==> src/rtl/hk_clk_mon.sv <==
// hk_clk_mon: multi-channel reference-clock monitor.
// Each channel measures the clk_i-cycle spacing between toggles of a divided reference,
// checks it against an exclusive (min, max) window, applies lock/unlock hysteresis and
// keeps a sticky loss-of-lock flag that feeds a maskable, registered interrupt.
module hk_clk_mon #(
   parameter int unsigned NCH    = 2,
   parameter int unsigned CW     = 21,
   parameter int unsigned LOCK_N = 4,
   parameter int unsigned UNL_N  = 2
) (
   input  logic              clk_i,
   input  logic              pll_ff_rst,
   input  logic [NCH-1:0]    ref_tgl_i,
   input  logic [NCH-1:0]    cfg_en_i,
   input  logic [NCH*CW-1:0] cfg_min_i,
   input  logic [NCH*CW-1:0] cfg_max_i,
   input  logic [NCH-1:0]    irq_en_i,
   input  logic [NCH-1:0]    clr_i,
   output logic [NCH*CW-1:0] meas_o,
   output logic [NCH-1:0]    lock_o,
   output logic [NCH-1:0]    lol_o,
   output logic [NCH-1:0]    tmo_o,
   output logic              irq_o
);

   typedef enum logic [1:0] {StIdle, StAcq, StLocked, StLost} state_e;

   // Terminal hysteresis counts: the next qualifying evaluation completes the transition.
   localparam logic [3:0] LockLast = 4'(LOCK_N - 1);
   localparam logic [3:0] UnlLast  = 4'(UNL_N - 1);

   logic irq_q;

   for (genvar k = 0; k < NCH; k++) begin : g_ch
      logic [2:0]    sync_q;
      logic [CW-1:0] cnt_q;
      logic [CW-1:0] meas_q;
      logic [CW-1:0] win_min;
      logic [CW-1:0] win_max;
      logic          tgl_edge;
      logic          tmo_evt;
      logic          in_win;
      logic          good_q;
      logic          bad_q;
      logic          tmo_q;
      logic          lol_q;
      logic [3:0]    hc_q;
      logic [3:0]    hc_d;
      state_e        state_q;
      state_e        state_d;

      assign win_min  = cfg_min_i[k*CW +: CW];
      assign win_max  = cfg_max_i[k*CW +: CW];
      assign tgl_edge = sync_q[2] ^ sync_q[1];
      // An edge in the same cycle as counter overflow wins; that cycle is a normal compare.
      assign tmo_evt  = cnt_q[CW-1] & ~tgl_edge;
      assign in_win   = (cnt_q > win_min) && (cnt_q < win_max);

      // Three-flop synchroniser for the asynchronous toggle input.
      always_ff @(posedge clk_i or negedge pll_ff_rst) begin
         if (!pll_ff_rst) begin
            sync_q <= '0;
         end else begin
            sync_q <= {sync_q[1:0], ref_tgl_i[k]};
         end
      end

      // Period counter: latch and restart on an edge or on overflow, otherwise count.
      always_ff @(posedge clk_i or negedge pll_ff_rst) begin
         if (!pll_ff_rst) begin
            cnt_q  <= CW'(1);
            meas_q <= '0;
         end else if (tgl_edge || tmo_evt) begin
            cnt_q  <= CW'(1);
            meas_q <= cnt_q;
         end else begin
            cnt_q  <= cnt_q + CW'(1);
         end
      end

      // Registered evaluation; good/bad are single-cycle pulses, tmo holds the last verdict.
      always_ff @(posedge clk_i or negedge pll_ff_rst) begin
         if (!pll_ff_rst) begin
            good_q <= 1'b0;
            bad_q  <= 1'b0;
            tmo_q  <= 1'b0;
         end else begin
            good_q <= tgl_edge & in_win;
            bad_q  <= tmo_evt | (tgl_edge & ~in_win);
            if (tgl_edge || tmo_evt) begin
               tmo_q <= tmo_evt;
            end
         end
      end

      // Lock FSM state and hysteresis counter.
      always_ff @(posedge clk_i or negedge pll_ff_rst) begin
         if (!pll_ff_rst) begin
            state_q <= StIdle;
            hc_q    <= '0;
         end else begin
            state_q <= state_d;
            hc_q    <= hc_d;
         end
      end

      // Lock FSM next state; disabling the channel overrides every transition.
      always_comb begin
         state_d = state_q;
         hc_d    = hc_q;
         unique case (state_q)
            StIdle: begin
               hc_d = '0;
               if (cfg_en_i[k]) begin
                  state_d = StAcq;
               end
            end
            StAcq: begin
               if (good_q) begin
                  if (hc_q == LockLast) begin
                     state_d = StLocked;
                     hc_d    = '0;
                  end else begin
                     hc_d = hc_q + 4'd1;
                  end
               end else if (bad_q) begin
                  hc_d = '0;
               end
            end
            StLocked: begin
               if (bad_q) begin
                  if (hc_q == UnlLast) begin
                     state_d = StLost;
                     hc_d    = '0;
                  end else begin
                     hc_d = hc_q + 4'd1;
                  end
               end else if (good_q) begin
                  hc_d = '0;
               end
            end
            StLost: begin
               state_d = StAcq;
               hc_d    = '0;
            end
            default: begin
               state_d = StIdle;
               hc_d    = '0;
            end
         endcase
         if (!cfg_en_i[k]) begin
            state_d = StIdle;
            hc_d    = '0;
         end
      end

      // Sticky loss-of-lock flag; a set in the same cycle as a clear takes priority.
      always_ff @(posedge clk_i or negedge pll_ff_rst) begin
         if (!pll_ff_rst) begin
            lol_q <= 1'b0;
         end else begin
            lol_q <= (state_q == StLost) | (lol_q & ~clr_i[k]);
         end
      end

      assign meas_o[k*CW +: CW] = meas_q;
      assign lock_o[k]          = (state_q == StLocked);
      assign lol_o[k]           = lol_q;
      assign tmo_o[k]           = tmo_q;
   end

   // Interrupt is the masked OR of the sticky flags, registered once more.
   always_ff @(posedge clk_i or negedge pll_ff_rst) begin
      if (!pll_ff_rst) begin
         irq_q <= 1'b0;
      end else begin
         irq_q <= |(lol_o & irq_en_i);
      end
   end

   assign irq_o = irq_q;

endmodule

==> config.mk <==
export PLATFORM = sky130hd
export DESIGN_NAME = hk_clk_mon
export DESIGN_NICKNAME = d
export VERILOG_FILES = /design/src/rtl/hk_clk_mon.sv
export SDC_FILE = /design/constraint.sdc
export NUM_CORES = 1
export LEC_CHECK = 0
export BUFFER_PORTS_ARGS = -buffer_cell sky130_fd_sc_hd__buf_4
export CORE_MARGIN = 2
export CORE_UTILIZATION = 45
export DETAILED_ROUTE_END_ITERATION = 8
export PLACE_DENSITY = 0.78
export RECOVER_POWER = 25
export SETUP_SLACK_MARGIN = 0.5
export SYNTH_ARGS = -nofsm -noshare
export SYNTH_HDL_FRONTEND = slang
export SYNTH_SLANG_ARGS = --single-unit
==> constraint.sdc <==
create_clock -name clk_i -period 3.1 [get_ports clk_i]
set_input_delay 0.62 -clock clk_i [delete_from_list [all_inputs] [get_ports clk_i]]
set_output_delay 0.62 -clock clk_i [all_outputs]
set_load 0.1 [all_outputs]
==> results of run 1 <==
==> through the flow <==
stage                     power [uW]  utilization
after global placement          2690        0.540
after global routing            3980        0.558
after detailed placement        2720        0.540
after floorplan                 2400            -
after CTS                       3820        0.558
final                           3780        0.558
==> power by group <==
part	internal (uW)	switching, uW
Sequential	1540	97.2
Clock	554	541
Combinational	340	708
==> final cells by class <==
| type | count | area (sq um) | area share |
|---|---|---|---|
| multi-input combinational | 543 | 3620 | 0.431 |
| sequential | 111 | 2780 | 0.331 |
| timing repair buffer | 148 | 1120 | 0.134 |
| inverter | 96 | 360 | 0.0429 |
| tap | 188 | 235 | 0.0280 |
| clock buffer | 11 | 233 | 0.0277 |
| clock inverter | 5 | 41.3 | 0.00492 |
| antenna | 1 | 2.50 | 0.000298 |
==> registers in the layout (all words and copies together), names as in the netlist <==
name,cells
g_ch.state_q,4
g_ch.tmo_q,2
g_ch.cnt_q,42
g_ch.meas_q,42
g_ch.hc_q,8
g_ch.lol_q,2
irq_o,1
g_ch.sync_q,6
g_ch.good_q,2
g_ch.bad_q,2
==> worst max path at each step <==
stage / start / to / slack, ns
4_1_cts: g_ch[0].cnt_q[12] / g_ch[0].good_q / 0.94
2_1_floorplan: g_ch[0].state_q[0] / g_ch[0].hc_q[2] / 0.93
3_3_place_gp: cfg_min_i[29] / g_ch[1].good_q / 0.80
3_5_place_dp: cfg_min_i[32] / g_ch[1].bad_q / 0.75
5_1_grt: g_ch[0].cnt_q[12] / g_ch[0].bad_q / 0.80
6_report: g_ch[0].cnt_q[12] / g_ch[0].bad_q / 0.94
==> worst max-delay path, delay by kind of cell, from the launching register on <==
family | cells | cell delay [ns]
AO/OA/AOI/OAI | 3 | 0.76
flip-flops | 1 | 0.57
AND/OR/NAND/NOR | 2 | 0.37
adder cells (fa/ha/maj) | 1 | 0.32
==> cells by family (layout without fill, tap and decap cells) <==
| kind of cell | Yosys count | after routing | share of synthesized area |
|---|---|---|---|
| xor+xnor | 31 | 31 | 0.0396 |
| other cells | 0 | 1 | 0 |
| buf+inv | 117 | 260 | 0.0675 |
| fa+ha+maj | 96 | 96 | 0.175 |
| flops | 111 | 111 | 0.405 |
| compound gates | 114 | 114 | 0.103 |
| simple gates | 302 | 302 | 0.209 |
==> placed cells by master (no fill, tap or decap), drive strengths merged, types with 4 or more instances in the layout <==
master / netlist / routed
nand2: 153 / 153
buf: 9 / 145
dfrtp: 109 / 109
inv: 96 / 98
ha: 96 / 96
nor2: 46 / 46
o21ai: 37 / 37
a21oi: 34 / 34
nand3: 20 / 20
xnor2: 16 / 16
xor2: 15 / 15
nand4: 15 / 15
clkbuf: 12 / 14
and4: 13 / 13
and3: 11 / 11
a21o: 9 / 9
or3: 8 / 8
nor3: 8 / 8
nor3b: 6 / 6
a221oi: 5 / 5
a21boi: 5 / 5
nand3b: 4 / 4
==> routing by layer <==
metal,track usage,share of wire
met4,0.0743,0.017
met5,0,0
met1,0.270,0.47
met3,0.0335,0.045
met2,0.318,0.47
==> results.md, run 1 <==
* Crit-path cells: ha_1 -> and4_1 -> nor4bb_1 -> a32o_1 -> a2111oi_2 -> a31oi_1
* Post-route ant nets at 0
* CP max FO at 9
* Setup WS pre-CTS at 0.752 ns
* Clk root buf: clkbuf_16
* Syn avg cell area at 8.90 sq um
* Crit start category: flop
* Worst stage delay on the critical path at 0.57 ns
* Chip height at 127 um
* Setup TNS at 0 ns
* Layout cells sized above 1 at 0.187
* Pins Over Slew Limit at 0
* Chip width at ~130 um
* Filler cell count in the final layout at roughly 1,300
* Pre-Repair DR Iteration Count at 4
* Number of nets in the layout at 1,099
* Area contributors post-synth: dfrtp_1, ha_1, nand2_1
* Max Freq at 464 MHz
* Worst skew pair latency at 0.35 ns
* Final setup viols at 0
* Pleak at 0.00466 uW
* Setup repair after global routing missed its margin: no
* Power density over the cells at 450 nW/um^2
* Reg2reg end: g_ch[0].bad_q
* Distinct cell type count after synthesis at 50
* Core area at 15,000 sq um
* Syn_nets at 961
* Ys flop type: dfrtp_1
* Mapped Area at 6860 sq um
* IO Count at 143
* Final Cycle Share at 0.696
* Fin worst setup slack at approximately 0.94 ns
* Total gr overflow at 0
* Total global-route track usage at 0.198
* CP endpoint kind: flop
* Final Non-Filler Cells at 1,103
* Placed Cells at 1,086
* WS Path Type: flop to flop
* Initial DRC count at 424
* Post-synth top cells: nand2_1, dfrtp_1, ha_1, inv_1, nor2_1
* Slew HR at 0.138
* Clock Pin Slew Worst Setup and Hold Paths at approximately 0.070 ns
* R2r worst-path depth at 6
* I/O Buffers at 142
* CTS sink count at 111
* Placed Area at 8120 sq um
* Full die area at 16,300 sq um
* Minimum clock period at 2.16 ns
* Synthesized flop and latch total at 111
* Hold Path Sink: g_ch[1].sync_q[1]
* Initial Util at 0.457
* Largest net degree at the start of global routing at just over 60
* Post-synth top area share at 0.397
* Maxcap violations at 0
* Cts-stage hold buffer count at 0
* Via-to-Cell Ratio at between 5 and 6
* Dominant cell type by area after synthesis: dfrtp_1
* Vias in the first global route at 5,532
* Cells after synthesis at 771
* CTS buffer count at 9
* Arr. time, crit path at 2.37 ns
* Actual transition at the worst max-transition pin at 1.29 ns
* First-pass GRT wire length at ~26,000 um
* Req. time, crit path at 3.31 ns
* Clk buf depth at 2
* FP Rows at 45
* Outcome: finished clean
* Post-synth EDFFs at 0
* Hold wc startpoint: g_ch[1].sync_q[0]
* Final hold vios at 0
* H-tree levels at 3
* R2R Path Start: g_ch[0].cnt_q[12]
* Min Hold Slack at about 0.35 ns
* Via count at 5,788
* Hold Path Stages at 0
* # Post-CTS Setup Buffers at 0
* Most common cell in the netlist: nand2_1
* Initial antenna violation count at 0
* Seq/Total Area, Yosys at 0.405
* Area growth syn-to-layout at 22.3%
* R2R setup slack at 0.94 ns
* Worst vdd ir at between 0.2 and 0.3 mV
* Post-cts repair resize count at 0
* Final GP Congestion at 0.834
* TritonCTS clock tree: yes
* Residual DRC at 0
* Slowest stage cell, crit path: dfrtp_1
* Total Routed Length at 15,600 um
* Skew final at between 0.01 and 0.015 ns
* Hold Path Class: flop to flop
* Routed WL per cell at 14.1 um
* Design area at 8400 sq um
* Fraction of registers with async set/reset at 1.00
* DPL Wire Length at 12,000 um
* Synthesis Warnings at 0
Note: power is estimated with default switching activity, not from simulation.
==> run 2: changes to the inputs <==
Settings changed: ABC_AREA set to 1, PLACE_DENSITY 0.78 to 0.8.
Clock period 3.1 ns to 1.9 ns, I/O delays scaled along.
==> run 2 against run 1 <==
  * Synthesized cell count is 21% higher
  * Clock power up 85%
  * Synthesized area rose by 5.7%
  * Global-route usage is 4.6 points higher
  * Routed wire length up 62%
  * Critical endpoint is now g_ch[1].cnt_q[14]
  * Largest power group is now combinational cells
  * Highest routed layer unchanged
==> results.md, run 2 <==
* Pleak at 0.00608 uW
* Reg area at approximately 2800 sq um
* Layout cells sized above 1 at 0.443
* Dominant cell type by area after synthesis: dfrtp_1
* Max Freq at 570 MHz
* CP endpoint kind: flop
* First-pass GRT wire length at 32,600 um
* Area growth syn-to-layout at 59.1%
* Cell family with most CP delay: simple AND/OR/NAND/NOR gates
* CTS sink count at roughly 110
* Biggest regs: g_ch.cnt_q x42, g_ch.meas_q x42, g_ch.hc_q x8
* Maxcap violations at 0
* Area of the multi-input gates at 4840 sq um
* Chip height at 131 um
* Routed WL per cell at ~18 um
* Chip width at 131 um
* Setup repair after global routing missed its margin: yes
* Total Routed Length at about 25,000 um
* Clock Pin Slew Worst Setup and Hold Paths at 0.08 ns
* Arr. time, crit path at just over 2 ns
* Total gr overflow at 0
* Req. time, crit path at 2.17 ns
* Pre-Repair DR Iteration Count at 5
* Post-synth top area share at 0.376
* Final GP Congestion at about 0.91
* CP max FO at 4
* Actual transition at the worst max-transition pin at 0.711 ns
* CTS buffer count at 9
* Final hold vios at 0
* Ys flop type: dfrtp_1
* Fraction of registers with async set/reset at 1.00
* Syn_nets at 1,125
* Total power at 7600 uW
* Synthesis Warnings at 0
* R2R setup slack at between 0.1 and 0.15 ns
* Filler cell count in the final layout at 1,005
* DPL Wire Length at 13,600 um
* Cts-stage hold buffer count at 0
* FP Rows at between 40 and 50
* Worst vdd ir at 0.787 mV
* Via-to-Cell Ratio at 5.35
* TritonCTS clock tree: yes
* Residual DRC at 0
* Vias in the first global route at 6,701
* Worst skew pair latency at 0.36 ns
* Initial DRC count at around 740
* Cells after synthesis at 935
* Pins Over Slew Limit at 0
* Clk buf depth at 2
* Placed Area at 8740 sq um
* Clk root buf: clkbuf_16
* Via count at 7,554
* Initial Util at 0.458
* Outcome: finished clean
* Worst path depth at 8
* Power density over the cells at 659 nW/um^2
* R2r worst-path depth at 8
* Total global-route track usage at 0.244
* Skew final at 0.0137 ns
* Distinct cell type count after synthesis at 38
* I/O Buffers at 142
* Final Cycle Share at 0.923
* Crit start category: flop
* Initial antenna violation count at 0
* Post-route ant nets at 0
* Worst stage delay on the critical path at approximately 0.57 ns
* WS Path Type: flop to flop
* Slowest stage cell, crit path: dfstp_2
* Largest net degree at the start of global routing at 112
* Area contributors post-synth: dfrtp_1, ha_1, nand2_1
* Syn avg cell area at roughly 7.8 sq um
* Hold Path Class: input port to asynchronous set/reset pin
* Reg2reg end: g_ch[1].cnt_q[14]
* CP bufs+invs at 0
* Critical path startpoint: g_ch[1].cnt_q[0]
* R2R Path Start: g_ch[1].cnt_q[0]
* Post-synth EDFFs at 0
* Number of nets in the layout at approximately 1,400
* Critical path capture point: g_ch[1].cnt_q[14]
* Design area at 11,500 sq um
* Core area at 15,800 sq um
* Commonest non-fill, non-tap cell in the layout: buf_4
* Minimum clock period at around 1.8 ns
* Antenna fix cells at 0
* Mapped Area at 7260 sq um
* Seq/Total Area, Yosys at 0.383
* Slew HR at 0.526
* H-tree levels at 3
* IO Count at roughly 140
* Most common cell in the netlist: nand2_1
* Setup TNS at 0 ns
* Post-synth top cells: nand2_1, inv_1, dfrtp_1, ha_1, nor2_1
* Full die area at about 17,000 sq um
* Most frequent cells in the layout: buf_4, nand2_1, inv_1
* Synthesized flop and latch total at approximately 110
* Crit-path cells: ha_4 -> nand3_4 -> nor2_4 -> nand2_4 -> nor2_4 -> nand3_4 -> o21ai_2 -> nor3b_2
* Final setup viols at 0
## run 2: changes by cell type in the layout (fill, tap and decap cells not counted), moves of 23 or more
cell	delta
inv_1	+54
buf_6	+51
nand2_2	+45
dfrtp_1	-34
dfrtp_2	+34
ha_1	-27
buf_4	+25
ha_4	+24
nand2_4	+23
## run 2: metal layers
| layer | up-vias | part of all wire | global-route usage |
|---|---|---|---|
| met5 | - | 0 | 0 |
| met4 | 0 | 0.037 | 0.0713 |
| met3 | 85 | 0.076 | 0.0501 |
| met2 | 369 | 0.50 | 0.411 |
| met1 | 3610 | 0.38 | 0.319 |
| li1 | 3490 | - | - |
## run 2: how the worst min path moves through the flow
stage                                    end  slack (ns)
final                     g_ch[1].meas_q[18]        0.07
after detailed placement   g_ch[1].sync_q[1]        0.35
after CTS                  g_ch[0].sync_q[0]        0.12
after global placement     g_ch[1].sync_q[1]        0.33
after floorplan                g_ch[0].bad_q        0.08
after global routing       g_ch[0].sync_q[0]        0.15
## run 2: repair_timing
action	CTS	global route
setup endpoints to repair	98	114
pin swaps	62	88
buffers inserted	45	46
gates cloned	4	10
resized for setup	150	263
## run 2: cell families after synthesis
group,synth area share
compound gates,0.0905
xor+xnor,0.0217
fa+ha+maj,0.166
buf+inv,0.102
flops,0.383
simple gates,0.237
## run 2: report_power, final
part / switching (uW) / total, uW / internal (uW)
sequential: 210 / 2750 / 2540
clock: 927 / 2040 / 1110
combinational: 1650 / 2820 / 1170
## run 2: area by class of cell
class	count	area share
clock buffer	11	0.0219
clock inverter	5	0.00564
inverter	174	0.0583
multi-input combinational	634	0.419
sequential	111	0.245
tap	216	0.0234
timing repair buffer	260	0.225
timing repair inverter	2	0.00130
## run 2: through the flow
step / hold WS (ns) / cells / setup WS, ns / util
finish: 0.0654 / 1413 / 0.146 / 0.729
global route: 0.147 / 1413 / 0.0573 / 0.729
CTS: 0.124 / 1357 / 0.229 / 0.634
detailed placement: 0.347 / 1292 / 0.127 / 0.552
global placement: 0.334 / 1292 / 0.159 / 0.552
floorplan: 0.0844 / 935 / 0.303 / -
